File: src/rtl/tia_horizontal_motion.sv
// TIA horizontal motion: HM registers plus the HMOVE sequencer that emits extra clocks per object.
// Optional macro TIA_HMOVE_BLANK_EN adds the hmove_blank output.
module tia_horizontal_motion #(
  parameter logic [3:0] COUNT_START = 4'd15
) (
  input  logic              clkp,
  input  logic              reset,
  input  logic              h1,
  input  logic              hmove,
  input  logic              hmclr,
  input  logic [4:0]        hm_wr,
  input  logic signed [3:0] d,
  output logic              sec,
  output logic [4:0]        mec_bar,
`ifdef TIA_HMOVE_BLANK_EN
  output logic              hmove_blank,
`endif
  output logic signed [3:0] hm_p0,
  output logic signed [3:0] hm_p1,
  output logic signed [3:0] hm_m0,
  output logic signed [3:0] hm_m1,
  output logic signed [3:0] hm_bl
);

  typedef enum logic {IDLE, RUN} state_t;

  state_t            state_q, state_d;
  logic              pending_q, pending_d;
  logic [3:0]        cnt_q, cnt_d;
  logic [4:0]        flags_q, flags_d;
  logic signed [3:0] hm_q [5];

  logic              start, run_tick, end_tick, active_tick;
  logic [3:0]        tick_cnt;
  logic [4:0]        tick_flags, hit, pulse;

  // An object stops receiving extra clocks when the counter reaches its motion value with bits 2:0 inverted.
  function automatic logic [3:0] stop_code(input logic signed [3:0] hm);
    return $unsigned(hm) ^ 4'b0111;
  endfunction

  always_ff @(posedge clkp or posedge reset) begin
    if (reset) begin
      for (int i = 0; i < 5; i++) hm_q[i] <= '0;
    end else if (hmclr) begin
      for (int i = 0; i < 5; i++) hm_q[i] <= '0;
    end else begin
      for (int i = 0; i < 5; i++)
        if (hm_wr[i]) hm_q[i] <= d;
    end
  end

  always_ff @(posedge clkp or posedge reset) begin
    if (reset) begin
      state_q   <= IDLE;
      pending_q <= 1'b0;
      cnt_q     <= '0;
      flags_q   <= '0;
    end else begin
      state_q   <= state_d;
      pending_q <= pending_d;
      cnt_q     <= cnt_d;
      flags_q   <= flags_d;
    end
  end

  // cnt_q holds the value used at the most recent tick; the next tick uses one less.
  always_comb begin
    state_d     = state_q;
    pending_d   = pending_q;
    cnt_d       = cnt_q;
    flags_d     = flags_q;
    hit         = '0;
    start       = h1 & (pending_q | hmove);
    run_tick    = h1 & ~start & (state_q == RUN) & (cnt_q != 4'd0);
    end_tick    = h1 & ~start & (state_q == RUN) & (cnt_q == 4'd0);
    active_tick = start | run_tick;
    tick_cnt    = start ? COUNT_START : cnt_q - 4'd1;
    tick_flags  = start ? 5'b11111 : flags_q;
    for (int i = 0; i < 5; i++) hit[i] = (tick_cnt == stop_code(hm_q[i]));
    pulse       = active_tick ? (tick_flags & ~hit) : 5'b00000;

    if (start)      pending_d = 1'b0;
    else if (hmove) pending_d = 1'b1;

    if (active_tick) begin
      state_d = RUN;
      cnt_d   = tick_cnt;
      flags_d = tick_flags & ~hit;
    end else if (end_tick) begin
      state_d = IDLE;
      cnt_d   = '0;
      flags_d = '0;
    end
  end

  assign mec_bar = reset ? 5'b11111 : ~pulse;
  assign sec     = ~reset & (start | ((state_q == RUN) & ~end_tick));

`ifdef TIA_HMOVE_BLANK_EN
  logic [3:0] blank_cnt;
  assign blank_cnt   = active_tick ? tick_cnt : cnt_q;
  assign hmove_blank = sec & (blank_cnt >= 4'd14);
`endif

  assign hm_p0 = hm_q[0];
  assign hm_p1 = hm_q[1];
  assign hm_m0 = hm_q[2];
  assign hm_m1 = hm_q[3];
  assign hm_bl = hm_q[4];

endmodule
File: config.mk
export PLATFORM = sky130hd
export DESIGN_NAME = tia_horizontal_motion
export DESIGN_NICKNAME = d
export VERILOG_FILES = /design/src/rtl/tia_horizontal_motion.sv
export SDC_FILE = /design/constraint.sdc
export NUM_CORES = 1
export LEC_CHECK = 0
export CORE_ASPECT_RATIO = 1.75
export CORE_MARGIN = 8
export CORE_UTILIZATION = 55
export DETAILED_ROUTE_END_ITERATION = 6
export HOLD_SLACK_MARGIN = 0.03
export PLACE_DENSITY = 0.82
export SLEW_MARGIN = 20
export SYNTH_ARGS = -nofsm -noshare
export SYNTH_HDL_FRONTEND = slang
export SYNTH_SLANG_ARGS = --single-unit
File: constraint.sdc
create_clock -name clkp -period 3.6 [get_ports clkp]
set_clock_uncertainty 0.05 [all_clocks]
set_input_delay 0.36 -clock clkp [delete_from_list [all_inputs] [get_ports clkp]]
set_output_delay 0.36 -clock clkp [all_outputs]
set_load 0.05 [all_outputs]
-- Word-level counts from Yosys, hierarchy flattened
Cells that the tools add are included.
- input bits: 14
- bits in registers: 31
- reductions and logical operators: 9
- add/subtract/negate cells: 1
- equal/unequal tests: 5
- bitwise gates (word level): 21
- multiplexer cells: 18
- operator list (operator ; count):
    $mux 4 ; 8
    $mux 5 ; 5
    $eq 4x4->1 ; 5
    $mux 20 ; 1
    $not 3->3 ; 5
    $reduce_bool 2->1 ; 7
    $not 5->5 ; 2
    $and 1x1->1 ; 7
    $and 5x5->5 ; 1
    $logic_not 4->1 ; 1
    $mux 1 ; 4
    $reduce_bool 4->1 ; 1
    $sub 4x1->4 const B ; 1
    $not 1->1 ; 3
    $or 1x1->1 ; 3

-- Depth between registers and ports, before layout
Gate-level depths: netlist (run 1).
- word-level depth: 10
- gate-level depth with buffers: 9
- depth with buffers taken out: 7

-- Least setup slack after synthesis (run 1)
Ideal clock, no wire load.
- kind: flip-flop to output port
- start point: register cnt_q[0]
- end point: output port mec_bar[1]
- data arrival time: 2.352 ns
- cell stages (with the launch flop): 10
- setup slack: 0.838 ns
- required time: 3.190 ns
- path buffers: 2
- path through: dfrtp_1 > buf_2 > inv_1 > ha_1 > xor2_1 > clkbuf_1 > or3_1 > nand4_1 > nor4_1 > or3_1
- cells in the longest elaborated chain, start to end: 8
- elaborated cells between the ends (all ways): 11
- those cells by class: add/sub (1); eq/ne (1); mux (3); bitwise (5); reduce/logical (1)
- RTL lines (item ; RTL line ; text):
    from (decl) ; 29 ; logic [3:0] cnt_q, cnt_d;
    from (signal assigned) ; 62 ; cnt_q <= cnt_d;
    $sub 4x1->4 ; 78 ; tick_cnt = start ? COUNT_START : cnt_q - 4'd1;
    $mux 4 ; 78 ;
    $eq 4x4->1 ; 80 ; for (int i = 0; i < 5; i++) hit[i] = (tick_cnt == stop_code(hm_q[i]));
    $not 5->5 ; 81 ; pulse = active_tick ? (tick_flags & ~hit) : 5'b00000;
    $and 5x5->5 ; 81 ;
    $mux 5 (*) ; 81 ;
    $not 5->5 (*) ; 97 ; assign mec_bar = reset ? 5'b11111 : ~pulse;
    $mux 5 (*) ; 97 ;
    to (decl) ; 14 ; output logic [4:0] mec_bar,
Mark *: on every way between the ends. The rest lies on a longest branch, timed or not.

-- Worst setup path in the final report (run 1)
- start point: register cnt_q[0]
- end point: output port mec_bar[0]
Same word-level chain as after synthesis.

==> results of run 1 <==
[through the flow]
stage | utilization (%) | total power, W | cells | worst slack, ns | hold slack, ns
2_1_floorplan | - | 0.000786 | 220 | 0.838 | 0.427
3_3_place_gp | 70.8 | 0.000911 | 292 | 0.696 | 0.502
3_5_place_dp | 70.8 | 0.000921 | 292 | 0.609 | 0.512
4_1_cts | 74.3 | 0.00129 | 300 | 0.229 | 0.471
5_1_grt | 74.3 | 0.00135 | 300 | 0.0101 | 0.528
6_report | 74.3 | 0.00129 | 300 | 0.137 | 0.442
[state kept, by name (all words and copies together) (netlist names)]
| register | flops |
|---|---|
| flags_q | 5 |
| cnt_q | 4 |
| hm_bl | 4 |
| hm_m0 | 4 |
| hm_m1 | 4 |
| hm_p0 | 4 |
| hm_p1 | 4 |
| pending_q | 1 |
| state_q | 1 |
[logic make-up after synthesis]
| kind of cell | Yosys count | share of synthesized area, % |
|---|---|---|
| xor gates and xnor gates | 7 | 3.18 |
| muxes | 20 | 10.4 |
| and+or+nand+nor | 89 | 23.6 |
| AOI/OAI and AO/OA | 48 | 16.6 |
| DFF | 31 | 40.3 |
| adders and majority gates | 1 | 0.650 |
| buffers and inverters | 24 | 5.26 |
[cells in the mapped netlist (2+ instances only)]
| cell type | instances | area [um^2] |
|---|---|---|
| a31oi_1 | 5 | 31.3 |
| mux2i_1 | 20 | 200 |
| xnor2_1 | 6 | 52.6 |
| o21ai_0 | 13 | 65.1 |
| a21oi_1 | 8 | 40.0 |
| dfrtp_1 | 31 | 776 |
| nand4_1 | 4 | 25.0 |
| buf_2 | 3 | 15.0 |
| nor2_1 | 31 | 116 |
| nor2b_1 | 3 | 18.8 |
| o21a_1 | 2 | 15.0 |
| a211oi_1 | 5 | 37.5 |
| clkbuf_1 | 12 | 45.0 |
| or3_1 | 13 | 81.3 |
| nand2_1 | 15 | 56.3 |
| nor4_1 | 5 | 31.3 |
| o32a_1 | 5 | 50.1 |
| inv_1 | 7 | 26.3 |
| o211ai_1 | 4 | 30.0 |
| nor4bb_1 | 4 | 40.0 |
| nor3_1 | 8 | 40.0 |
[tightest hold or removal path, stage by stage]
cell,delay [ns]
clkdlybuf4s50_1,0.39
inv_1,0.08
buf_4,0.37
[worst paths after layout]
path / from / end / slack, ns / cells past startpoint
worst max register to register: cnt_q[0] / flags_q[0] / 0.89 / 7
worst min-delay path: reset / cnt_q[2] / 0.44 / 3
max in group asynchronous: reset / hm_p0[2] / 2.77 / 3
worst min register to register: flags_q[4] / flags_q[4] / 0.52 / 2
worst max-delay path: cnt_q[0] / mec_bar[0] / 0.14 / 8
min in group clkp: flags_q[4] / flags_q[4] / 0.52 / 2
[final cells by class]
| class | count | area share, % |
|---|---|---|
| inverters | 7 | 1.05 |
| multi-input cells | 165 | 41.9 |
| clock buffers | 6 | 3.30 |
| clock inverters | 2 | 1.40 |
| repair buffers | 44 | 19.0 |
| flip-flops and latches | 31 | 31.0 |
| well taps | 45 | 2.25 |
[power by group through the flow]
stage / registers, W / clock network [W] / logic, W
after detailed placement: 0.000449 / 0 / 0.000473
final: 0.000445 / 0.000368 / 0.000477
after global routing: 0.000452 / 0.000380 / 0.000518
after CTS: 0.000443 / 0.000365 / 0.000477
after floorplan: 0.000477 / 0 / 0.000309
after global placement: 0.000447 / 0 / 0.000464
[routing by layer]
metal / global-route usage, % / vias to the layer above / wire, um
li1: - / 862 / -
met1: 20.2 / 885 / 2020
met2: 36.9 / 54 / 2970
met3: 3.16 / 10 / 160
met4: 8.41 / 0 / 122
met5: 0 / - / 0
==> impl_metrics.py, run 1 <==
metrics = {
    "clock_tree": {
        "cts_tree": "done",
        "clk_path_buf_depth": 2,
        "cts_root_buf": "clkbuf_8",
        "post_cts_resized": 0,
        "cts_hold_buf": 0,
        "cts_buffers": 5,
        "clk_pin_slew_ns": 0.07,
        "postCtsSetupBuffers": 0,
        "clk_latency_ns": 0.29,
        "h-tree-depth": 2,
        "clock-sinks": 31,
    },
    "finish": {
        "diodes": 0,
        "area_delta_synth_final_pct": 29.8,
        "post-route-cell-area_mm2": 0.00250,
        "fillCellCount": 270,
        "layout.nets": 269,
        "drive_above_1_share_pct": 8.63,
        "multi_input_area_mm2": 0.00105,
        "regArea_um2": 776,
        "final_cell_mix": "33 x clkdlybuf4s50_1, 31 x nor2_1, 31 x dfrtp_1",
        "final_common_cell": "clkdlybuf4s50_1",
    },
    "global_routing": {
        "grt_max_degree": 33,
        "grt_pass1_vias": 1798,
        "grt_pass1_wl_um": 8570,
        "antenna_found_initial": 0,
        "track_usage_pct": 19.8,
        "grt-ovfl-total": 0,
    },
    "setup_path": {
        "cpPeakStageDelay_ns": 0.64,
        "crit_slowest_cell": "dfrtp_1",
        "cp.required_ns": 3.19,
        "cp.arrival_ns": 3.05,
        "critPathTopFamily": "simple AND/OR/NAND/NOR gates",
        "critPathCaptureType": "primary output",
        "start_kind": "flip-flop",
        "cp_max_fo": 16,
        "cp_cell_sequence": "inv_1, ha_1, nor4bb_1, a31oi_1, o32a_1, nor4_1, or3_1, buf_12",
        "path_class": "reg2out",
        "cp_num_buf_inv": 2,
    },
    "logic_synthesis": {
        "synth_area_mm2": 0.00193,
        "ys_ff_latch": 31,
        "synth_edf_count": 0,
        "ys_seq_area_share_pct": 40.3,
        "ys_types": 37,
        "async_flop_share_pct": 100,
        "syn_nets": 235,
        "synth_ff_type": "dfrtp_1",
        "syn_area_per_cell_um2": 8.75,
        "yosys_warnings": 0,
        "synthCells": 220,
    },
    "floorplanning": {
        "die_area_mm2": 0.00573,
        "die_h_um": 94.3,
        "io_pins": 40,
        "die_width_um": 60.7,
        "fp-row-count": 28,
        "start_util_pct": 57.3,
        "core-area_mm2": 0.00336,
    },
    "timing": {
        "period_minus_slack_ns": 3.46,
        "worst_pin_slew_ns": 0.680,
        "setup_tns_ns": 0,
        "finalSetupViolations": 0,
        "finalHoldViolations": 0,
        "max_freq_mhz": 289,
        "slew_viol_final": 0,
        "finalCritPeriodShare_pct": 96.2,
        "slew_headroom_pct": 54.5,
        "rsz0062_at_grt": "false",
    },
    "route": {
        "wl_per_cell_um": 17.6,
        "num_vias": 1811,
        "avgViaCountPerCell": 6.04,
        "drt-total-wl_um": 5270,
        "firstDrtPassIters": 4,
        "ant_nets": 0,
        "drt_first_iter_violations": 79,
        "drc": 0,
    },
    "pwr": {
        "internal_power_w": 0.000822,
        "p_seq_share_pct": 34.5,
        "clkPwrFrac_pct": 28.5,
        "p_comb_share_pct": 37.0,
        "ir_drop_mv": 0.396,
        "p_per_area_mw_per_mm2": 516,
        "p_switching_w": 0.000469,
        "p_leak_nw": 1.03,
        "p_sw_share_pct": 36.3,
    },
    "flow_run": {
        "max-cap-violations": 0,
    },
    "placed_design": {
        "hpwl_um": 3750,
        "place_area_mm2": 0.00238,
        "io_buffers": 39,
        "place.gp.congestion": 0.820,
    },
    "outcome": {
        "outcome": "complete, no violations",
    },
    "worst_hold_path": {
        "hold_path_class": "in2async",
    },
}
Note: power is estimated with default switching activity, not from simulation.
==> inputs of run 2 (changes only) <==
--- a/config.mk
+++ b/config.mk
@@ -10,6 +10,7 @@
 export CORE_UTILIZATION = 55
 export DETAILED_ROUTE_END_ITERATION = 6
 export HOLD_SLACK_MARGIN = 0.03
+export MAX_ROUTING_LAYER = met4
 export PLACE_DENSITY = 0.82
 export SLEW_MARGIN = 20
 export SYNTH_ARGS = -nofsm -noshare
==> impl_metrics.py, run 2 (synthesized netlist as in run 1, its figures left out) <==
metrics = {
    "outcome": {
        "outcome": "complete, no violations",
    },
    "clock_tree": {
        "clk_latency_ns": 0.29,
        "cts_tree": "done",
        "cts_buffers": 5,
        "clk_path_buf_depth": 2,
        "cts_hold_buf": 0,
        "h-tree-depth": 2,
        "post_cts_resized": 0,
        "cts_root_buf": "clkbuf_8",
        "postCtsSetupBuffers": 0,
        "clk_pin_slew_ns": 0.07,
        "clock-sinks": 31,
    },
    "floorplanning": {
        "die_area_mm2": 0.00573,
        "die_h_um": 94.3,
        "fp-row-count": 28,
        "io_pins": 40,
        "die_width_um": 60.7,
        "start_util_pct": 57.3,
        "core-area_mm2": 0.00336,
    },
    "pwr": {
        "ir_drop_mv": 0.392,
        "p_switching_w": 0.000466,
        "power.total_w": 0.00129,
        "p_leak_nw": 1.03,
        "p_sw_share_pct": 36.2,
        "p_comb_share_pct": 37.1,
        "p_seq_share_pct": 34.5,
        "clkPwrFrac_pct": 28.4,
        "p_per_area_mw_per_mm2": 515,
        "internal_power_w": 0.000822,
    },
    "timing": {
        "worst_pin_slew_ns": 0.690,
        "hold_slack_ns": 0.447,
        "slew_viol_final": 0,
        "finalSetupViolations": 0,
        "finalHoldViolations": 0,
        "setup_tns_ns": 0,
        "finalCritPeriodShare_pct": 95.9,
        "rsz0062_at_grt": "false",
        "max_freq_mhz": 290,
        "period_minus_slack_ns": 3.45,
        "slew_headroom_pct": 53.9,
    },
    "global_routing": {
        "grt-ovfl-total": 0,
        "grt_pass1_vias": 1805,
        "grt_pass1_wl_um": 8540,
        "grt_max_degree": 33,
        "antenna_found_initial": 0,
        "track_usage_pct": 20.3,
    },
    "finish": {
        "final_cell_mix": "33 x clkdlybuf4s50_1, 31 x nor2_1, 31 x dfrtp_1",
        "final_common_cell": "clkdlybuf4s50_1",
        "area_delta_synth_final_pct": 29.8,
        "final_util_pct": 74.3,
        "layout.nets": 269,
        "largest_register_ffs": 5,
        "diodes": 0,
        "drive_above_1_share_pct": 8.63,
        "largest-register": "flags_q",
        "fillCellCount": 270,
    },
    "route": {
        "ant_nets": 0,
        "wl_met2_um": 2940,
        "drt_first_iter_violations": 62,
        "drc": 0,
        "highest_layer": "met4",
        "num_vias": 1805,
        "avgViaCountPerCell": 6.02,
        "firstDrtPassIters": 4,
        "wl_met3_um": 139,
        "wl_per_cell_um": 17.5,
        "drt-total-wl_um": 5240,
        "met1Wirelength_um": 1970,
    },
    "setup_path": {
        "cp.required_ns": 3.19,
        "start_kind": "flip-flop",
        "cp.arrival_ns": 3.04,
        "critPathCaptureType": "primary output",
        "path_class": "reg2out",
        "cp_max_fo": 16,
    },
    "worst_hold_path": {
        "hold_path_class": "in2async",
    },
    "placed_design": {
        "io_buffers": 39,
        "place.gp.congestion": 0.832,
        "hpwl_um": 3750,
    },
    "flow_run": {
        "max-cap-violations": 0,
    },
}
## run 2: cell counts in the layout (fill, tap and decap cells not counted)
No cell type changed its count.
## run 2: per-stage QoR
step	setup WS, ns	area, um^2	instances
2_1_floorplan	0.838	1930	220
3_5_place_dp	0.609	2380	292
4_1_cts	0.229	2500	300
3_3_place_gp	0.696	2380	292
6_report	0.149	2500	300
5_1_grt	0.0101	2500	300
## run 2: final cells by class
type | instances | area (um^2) | area share [%]
Clock buffer | 6 | 82.6 | 3.30
Timing Repair Buffer | 44 | 475 | 19.0
Inverter | 7 | 26.3 | 1.05
Multi-Input combinational cell | 165 | 1050 | 41.9
Clock inverter | 2 | 35.0 | 1.40
Tap cell | 45 | 56.3 | 2.25
Sequential cell | 31 | 776 | 31.0
## run 2: power groups by stage
stage,clock [W],combinational (W),sequential (W)
6_report,0.000366,0.000477,0.000445
5_1_grt,0.000380,0.000518,0.000452
4_1_cts,0.000365,0.000477,0.000443
3_5_place_dp,0,0.000473,0.000449
3_3_place_gp,0,0.000464,0.000447
2_1_floorplan,0,0.000309,0.000477
## run 2: critical path: stages (launching register included)
cell and delay [ns]:
dfrtp_1 0.63, inv_1 0.12, ha_1 0.57, nor4bb_1 0.42
a31oi_1 0.08, o32a_1 0.20, nor4_1 0.35, or3_1 0.24
buf_12 0.14
## run 2: final timing paths
path                                 start          to  slack (ns)  cells after the start
max in group asynchronous            reset    hm_p0[2]        2.76                      3
worst min-delay path                 reset    cnt_q[2]        0.45                      3
worst max register to register    cnt_q[0]  flags_q[0]        0.90                      7
worst min register to register  flags_q[4]  flags_q[4]        0.52                      2
min in group clkp               flags_q[4]  flags_q[4]        0.52                      2
worst max-delay path              cnt_q[0]  mec_bar[0]        0.15                      8
## run 2: routing by layer
metal  global-route usage [%]  vias up
li1                         -      862
met1                     20.1      875
met2                     36.8       51
met3                     3.02       17
met4                     8.61        0
met5                        -        -
